`src/rtl/switch_pkg.sv`:
```
// Shared defaults for the push-button debouncer: channel count and cycle counts
// for debounce and auto-repeat, plus a counter-width helper.
package switch_pkg;

   localparam int SWITCH_WIDTH          = 8;
   localparam int DEBOUNCE_CYCLES_DEF   = 1000000;
   localparam int REPEAT_DELAY_DEF      = 50000000;
   localparam int REPEAT_PERIOD_DEF     = 10000000;

   // Bits needed to hold 0..n-1, never less than one bit.
   function automatic int cnt_width(input int n);
      return (n <= 2) ? 1 : $clog2(n);
   endfunction

endpackage

```
`src/rtl/debounce_channel.sv`:
```
// One button channel: 2-flop synchroniser, stability counter, debounced level and
// press/release pulses. Auto-repeat hold counter is built only with SWITCH_AUTOREPEAT_EN.
module debounce_channel
   import switch_pkg::*;
#(
   parameter int DEBOUNCE_CYCLES = DEBOUNCE_CYCLES_DEF,
   parameter int REPEAT_DELAY    = REPEAT_DELAY_DEF,
   parameter int REPEAT_PERIOD   = REPEAT_PERIOD_DEF
) (
   input  logic Clk,
   input  logic Reset,
   input  logic switch_n,
   output logic pressed,
   output logic press_pulse,
   output logic release_pulse
);

   localparam int CW = cnt_width(DEBOUNCE_CYCLES);
   localparam logic [CW-1:0] CNT_LAST = CW'(DEBOUNCE_CYCLES - 1);

   if (DEBOUNCE_CYCLES < 2 || REPEAT_DELAY < 1 || REPEAT_PERIOD < 1) begin : g_param_check
      $error("debounce_channel: cycle-count parameters out of range");
   end

   logic [1:0]    sync_reg;
   logic [CW-1:0] cnt_reg, cnt_next;
   logic          pressed_reg, pressed_next;
   logic          press_pulse_reg, press_pulse_next;
   logic          release_pulse_reg, release_pulse_next;
   logic          sync, differs, accept, repeat_fire;

   assign sync    = ~sync_reg[1];
   assign differs = sync ^ pressed_reg;
   assign accept  = differs && (cnt_reg == CNT_LAST);

   always_comb begin
      cnt_next     = cnt_reg;
      pressed_next = pressed_reg;
      if (!differs) begin
         cnt_next = '0;
      end else if (accept) begin
         cnt_next     = '0;
         pressed_next = ~pressed_reg;
      end else begin
         cnt_next = cnt_reg + 1'b1;
      end
   end

   assign press_pulse_next   = (accept & ~pressed_reg) | repeat_fire;
   assign release_pulse_next = accept & pressed_reg;

`ifdef SWITCH_AUTOREPEAT_EN
   localparam int HW = cnt_width((REPEAT_DELAY > REPEAT_PERIOD) ? REPEAT_DELAY : REPEAT_PERIOD);
   localparam logic [HW-1:0] DELAY_LAST  = HW'(REPEAT_DELAY - 1);
   localparam logic [HW-1:0] PERIOD_LAST = HW'(REPEAT_PERIOD - 1);

   logic [HW-1:0] hold_reg, hold_next;
   logic          repeating_reg, repeating_next;

   // First repeat waits the long delay; later ones use the shorter period.
   always_comb begin
      hold_next      = hold_reg;
      repeating_next = repeating_reg;
      repeat_fire    = 1'b0;
      if (accept || !pressed_reg) begin
         hold_next      = '0;
         repeating_next = 1'b0;
      end else if (hold_reg == (repeating_reg ? PERIOD_LAST : DELAY_LAST)) begin
         repeat_fire    = 1'b1;
         hold_next      = '0;
         repeating_next = 1'b1;
      end else begin
         hold_next = hold_reg + 1'b1;
      end
   end

   always_ff @(posedge Clk) begin
      if (Reset) begin
         hold_reg      <= '0;
         repeating_reg <= 1'b0;
      end else begin
         hold_reg      <= hold_next;
         repeating_reg <= repeating_next;
      end
   end
`else
   assign repeat_fire = 1'b0;
`endif

   always_ff @(posedge Clk) begin
      if (Reset) begin
         sync_reg          <= 2'b11;
         cnt_reg           <= '0;
         pressed_reg       <= 1'b0;
         press_pulse_reg   <= 1'b0;
         release_pulse_reg <= 1'b0;
      end else begin
         sync_reg          <= {sync_reg[0], switch_n};
         cnt_reg           <= cnt_next;
         pressed_reg       <= pressed_next;
         press_pulse_reg   <= press_pulse_next;
         release_pulse_reg <= release_pulse_next;
      end
   end

   assign pressed       = pressed_reg;
   assign press_pulse   = press_pulse_reg;
   assign release_pulse = release_pulse_reg;

endmodule

```
`src/rtl/switch_debouncer.sv`:
```
// Debounces WIDTH active-low buttons and encodes the lowest pressed channel as a key event.
// Optional auto-repeat of press pulses is enabled by defining SWITCH_AUTOREPEAT_EN.
module switch_debouncer
   import switch_pkg::*;
#(
   parameter  int WIDTH           = SWITCH_WIDTH,
   parameter  int DEBOUNCE_CYCLES = DEBOUNCE_CYCLES_DEF,
   parameter  int REPEAT_DELAY    = REPEAT_DELAY_DEF,
   parameter  int REPEAT_PERIOD   = REPEAT_PERIOD_DEF,
   localparam int INDEX_W         = cnt_width(WIDTH)
) (
   input  logic               Clk,
   input  logic               Reset,
   input  logic [WIDTH-1:0]   Switch,
   output logic [WIDTH-1:0]   Pressed,
   output logic [WIDTH-1:0]   PressPulse,
   output logic [WIDTH-1:0]   ReleasePulse,
   output logic               KeyValid,
   output logic [INDEX_W-1:0] KeyIndex
);

   for (genvar gi = 0; gi < WIDTH; gi++) begin : g_channel
      debounce_channel #(
         .DEBOUNCE_CYCLES (DEBOUNCE_CYCLES),
         .REPEAT_DELAY    (REPEAT_DELAY),
         .REPEAT_PERIOD   (REPEAT_PERIOD)
      ) u_channel (
         .Clk           (Clk),
         .Reset         (Reset),
         .switch_n      (Switch[gi]),
         .pressed       (Pressed[gi]),
         .press_pulse   (PressPulse[gi]),
         .release_pulse (ReleasePulse[gi])
      );
   end

   logic               key_valid_reg;
   logic [INDEX_W-1:0] key_index_reg, key_index_next;

   // Scan downwards so the lowest set pulse wins; index holds when no pulse.
   always_comb begin
      key_index_next = key_index_reg;
      for (int i = WIDTH - 1; i >= 0; i--) begin
         if (PressPulse[i]) key_index_next = INDEX_W'(i);
      end
   end

   always_ff @(posedge Clk) begin
      if (Reset) begin
         key_valid_reg <= 1'b0;
         key_index_reg <= '0;
      end else begin
         key_valid_reg <= |PressPulse;
         key_index_reg <= key_index_next;
      end
   end

   assign KeyValid = key_valid_reg;
   assign KeyIndex = key_index_reg;

endmodule

```
`config.mk`:
```
export PLATFORM = sky130hd
export DESIGN_NAME = switch_debouncer
export DESIGN_NICKNAME = d
export VERILOG_FILES = /design/src/rtl/switch_pkg.sv /design/src/rtl/debounce_channel.sv /design/src/rtl/switch_debouncer.sv
export SDC_FILE = /design/constraint.sdc
export NUM_CORES = 1
export LEC_CHECK = 0
export ABC_CLOCK_PERIOD_IN_PS = 2200
export BUFFER_PORTS_ARGS = -buffer_cell sky130_fd_sc_hd__buf_2
export CAP_MARGIN = 5
export CORE_ASPECT_RATIO = 1.5
export CORE_UTILIZATION = 55
export CTS_CLUSTER_SIZE = 14
export DETAILED_ROUTE_END_ITERATION = 12
export GPL_TIMING_DRIVEN = 0
export PLACE_DENSITY = 0.81
export SLEW_MARGIN = 15
export SYNTH_ARGS = -nofsm -noshare
export SYNTH_HDL_FRONTEND = slang
export SYNTH_SLANG_ARGS = --single-unit
```
`constraint.sdc`:
```
create_clock -name Clk -period 2.2 [get_ports Clk]
set_input_delay 0.11 -clock Clk [delete_from_list [all_inputs] [get_ports Clk]]
set_output_delay 0.11 -clock Clk [all_outputs]
set_load 0.02 [all_outputs]
```
==> summary.json <==
{
  "multiInputGateArea_um2": 4310,
  "place_congestion": 0.837,
  "rows": 56,
  "num-nets-final": 1072,
  "min_from": "Switch[5]",
  "ys_dominant_reg_cell": "sky130_fd_sc_hd__dfxtp_1",
  "synth-warning-count": 0,
  "top_level_ports": 38,
  "cts_tree": "yes",
  "post_route_cells_drive_above_1_share": 0.140,
  "worst-endpoint-required_ns": 2.57,
  "netlist_top_cells_count": "sky130_fd_sc_hd__dfxtp_1 (204), sky130_fd_sc_hd__nor2_1 (138), sky130_fd_sc_hd__xnor2_1 (64)",
  "fraction_of_synthesized_area_in_multiplexers": 0,
  "die_h_um": 157,
  "path_class": "flip-flop to flip-flop",
  "start_kind": "flip-flop",
  "antenna_violating_nets_remaining": 0,
  "grt.total_usage": 0.220,
  "post-route-min-period_ns": 2.15,
  "maxCapViolCount": 0,
  "register_area_um2": 4080,
  "dr_total_vias": 7118,
  "hold_path.class": "input pin to flip-flop",
  "worst_r2r_startpoint": "g_channel[0].u_channel.cnt_reg[10]",
  "reg2reg_setup_slack_ns": 0.05,
  "half_perimeter_wire_length_of_the_detailed_placement_result_um": 12200,
  "synth.largest_area_cell": "sky130_fd_sc_hd__dfxtp_1",
  "synthMostInstantiatedCell": "sky130_fd_sc_hd__dfxtp_1",
  "setup-violations-final": 0,
  "synthesized_net_count": 1004,
  "final.period_utilization": 0.979,
  "worst_skew_pair.late_latency_ns": 0.49,
  "hold_violations": 0,
  "post_synth_instance_area_um2": 8790,
  "initial_standard_cell_utilization_of_the_core": 0.563,
  "synth_compound_gate_area_share": 0.0733,
  "yosysSeqAreaShare": 0.464,
  "via_count_of_the_first_global_routing_pass": 6895,
  "critical_path_arrival_ns": 2.52,
  "sink_count": 204,
  "yosys_register_bits": 204,
  "floorplan.die_area_um2": 16500,
  "grt_start_max_net_pins": 15,
  "cts.reportedPaths.clkPinSlew_ns": 0.06,
  "worstHoldEndpoint": "g_channel[5].u_channel.sync_reg[0]",
  "synth_edf_count": 0,
  "synth_simple_gate_area_share": 0.293,
  "combinational_family_with_the_most_area_after_synthesis": "simple AND/OR/NAND/NOR gates",
  "post_synth_inst_count": 986,
  "detailedRoute.firstIterationViolations": 356,
  "firstDrtPassIters": 5,
  "critPathCaptureType": "flip-flop",
  "finalClockSkew_ns": 0.00846,
  "postSynthAreaPerCell_um2": 8.92,
  "tritoncts.num_buffers": 21,
  "layout.filler_cells": 1314,
  "async_flop_share": 0,
  "die_x_um": 105,
  "grt_setup_unrepaired": "no",
  "post_synth_xor_area_fraction": 0.109,
  "largest_reg_flops": 160,
  "worstHoldPathCells": 3,
  "initial_antenna_violation_count": 0,
  "max_slew.worst_pin.slew_ns": 0.661,
  "synth_cell_type_count": 52,
  "slew-limit-headroom": 0.555,
  "utilization": 0.642,
  "route.detailed.wl_per_inst_um": 13.9,
  "gr-total-overflow": 0,
  "synth_largest_type_area_fraction": 0.464,
  "arithmetic_cell_share_of_the_synthesized_area_counting_full_adders_half_adders_and_majority_gates": 0.0114,
  "peak_freq_mhz": 464,
  "port_buffers": 37,
  "worstRegToRegCells": 5,
  "num_antenna_cells": 0,
  "core_area_um2": 15600,
  "synthToLayoutAreaGrowth_pct": 14.0,
  "drc": 0,
  "synth.area.top_cells": "sky130_fd_sc_hd__dfxtp_1 (46%), sky130_fd_sc_hd__xnor2_1 (6.4%), sky130_fd_sc_hd__nor2_1 (5.9%)",
  "power.static_leakage_nw": 3.31,
  "worst-path-max-fanout": 10,
  "holdWs_ns": 0.328,
  "slew_viol_final": 0,
  "avgViaCountPerCell": 5.60,
  "clock_tree.htree_level_count": 1,
  "finalWirelength_um": 17700,
  "worst_ir_drop_vdd_v": 0.000752,
  "reg2reg_to": "g_channel[0].u_channel.cnt_reg[16]",
  "clk_path_buf_depth": 3,
  "wire_length_of_the_first_global_routing_pass_um": 30400,
  "status": "complete, no violations",
  "clock_tree.root_cell": "sky130_fd_sc_hd__clkbuf_16",
  "power_per_cell_area_nw_per_um2": 721
}
[cells in the final DEF (no fill, tap or decap), types with 6 or more instances in the layout]
cell / count
sky130_fd_sc_hd__nor3_1: 28
sky130_fd_sc_hd__nor4_1: 21
sky130_fd_sc_hd__inv_1: 29
sky130_fd_sc_hd__or4_1: 15
sky130_fd_sc_hd__nand4_1: 42
sky130_fd_sc_hd__nor2_1: 137
sky130_fd_sc_hd__and3_1: 17
sky130_fd_sc_hd__ha_1: 8
sky130_fd_sc_hd__clkinv_2: 6
sky130_fd_sc_hd__a21oi_1: 51
sky130_fd_sc_hd__clkbuf_16: 21
sky130_fd_sc_hd__buf_2: 46
sky130_fd_sc_hd__or2_2: 20
sky130_fd_sc_hd__and4_1: 19
sky130_fd_sc_hd__or3_1: 30
sky130_fd_sc_hd__or4b_2: 6
sky130_fd_sc_hd__dfxtp_1: 204
sky130_fd_sc_hd__o21ai_0: 29
sky130_fd_sc_hd__and2_1: 9
sky130_fd_sc_hd__dlygate4sd3_1: 9
sky130_fd_sc_hd__xnor2_1: 64
sky130_fd_sc_hd__clkbuf_1: 15
sky130_fd_sc_hd__nand2_1: 46
sky130_fd_sc_hd__nand3_1: 46
sky130_fd_sc_hd__nand4b_1: 7
sky130_fd_sc_hd__xor2_1: 45
sky130_fd_sc_hd__buf_4: 28
sky130_fd_sc_hd__o31ai_1: 8
[power breakdown]
part	leakage [nW]	total, mW	switching [mW]	internal [mW]
Clock	0.333	3.41	1.41	2.00
Sequential	1.65	3.72	0.0111	3.71
Combinational	1.33	0.0984	0.0561	0.0423
Total	3.31	7.23	1.47	5.76
[layer usage]
layer,up-vias,part of all wire,global-route usage
met4,0,0.031,0.0919
met3,46,0.039,0.0267
met5,-,0,0
met1,3343,0.41,0.242
li1,3592,-,-
met2,137,0.52,0.423
[worst max-delay path by stage]
stage                                       startpoint                            endpoint  slack, ns  depth (start not counted)
finish              g_channel[0].u_channel.cnt_reg[10]  g_channel[0].u_channel.cnt_reg[16]       0.05                          5
global route         g_channel[1].u_channel.cnt_reg[0]  g_channel[1].u_channel.cnt_reg[18]      0.009                          5
CTS                  g_channel[4].u_channel.cnt_reg[8]  g_channel[4].u_channel.cnt_reg[12]       0.03                          6
floorplan            g_channel[3].u_channel.cnt_reg[0]  g_channel[3].u_channel.cnt_reg[10]       0.23                          7
global placement     g_channel[3].u_channel.cnt_reg[0]  g_channel[3].u_channel.cnt_reg[13]      -0.14                          7
detailed placement   g_channel[3].u_channel.cnt_reg[0]   g_channel[3].u_channel.cnt_reg[7]      -0.21                          7
[worst max-delay path, cell delays in order, from the launching register on]
cell	delay (ns)
sky130_fd_sc_hd__dfxtp_1	0.34
sky130_fd_sc_hd__or4b_1	0.52
sky130_fd_sc_hd__nor4_1	0.60
sky130_fd_sc_hd__a311o_1	0.29
sky130_fd_sc_hd__buf_2	0.23
sky130_fd_sc_hd__a21oi_1	0.06
[cell families after synthesis]
group,after synthesis
AO/OA/AOI/OAI,110
XOR/XNOR,109
adder cells (fa/ha/maj),8
buffers and inverters,83
flip-flops,204
AND/OR/NAND/NOR,472
[what timing repair did]
action	CTS	global route
resized for setup	5	3
pin swaps	0	2
hold endpoints to repair	12	0
setup buffers	0	1
hold buffers	9	0
endpoints found under the setup margin	30	50
[metrics by stage]
step | instance area (um^2) | std cells | TNS, ns | setup WS (ns) | total power [mW]
4_1_cts | 10000 | 1271 | 0 | 0.0319 | 7.28
6_report | 10000 | 1270 | 0 | 0.0461 | 7.23
3_5_place_dp | 9230 | 1226 | -3.78 | -0.210 | 3.89
2_1_floorplan | 8790 | 986 | 0 | 0.229 | 3.86
5_1_grt | 10000 | 1270 | 0 | 0.00942 | 7.46
3_3_place_gp | 9230 | 1226 | -2.20 | -0.137 | 3.89
[cell type report]
cell class / instances / area share
Inverter: 29 / 0.0109
Timing Repair Buffer: 47 / 0.0282
Sequential cell: 204 / 0.407
Tap cell: 203 / 0.0253
Multi-Input combinational cell: 699 / 0.430
Buffer: 52 / 0.0320
Clock inverter: 8 / 0.00686
Clock buffer: 28 / 0.0590
No activity file was read; power rests on OpenSTA's default activity.
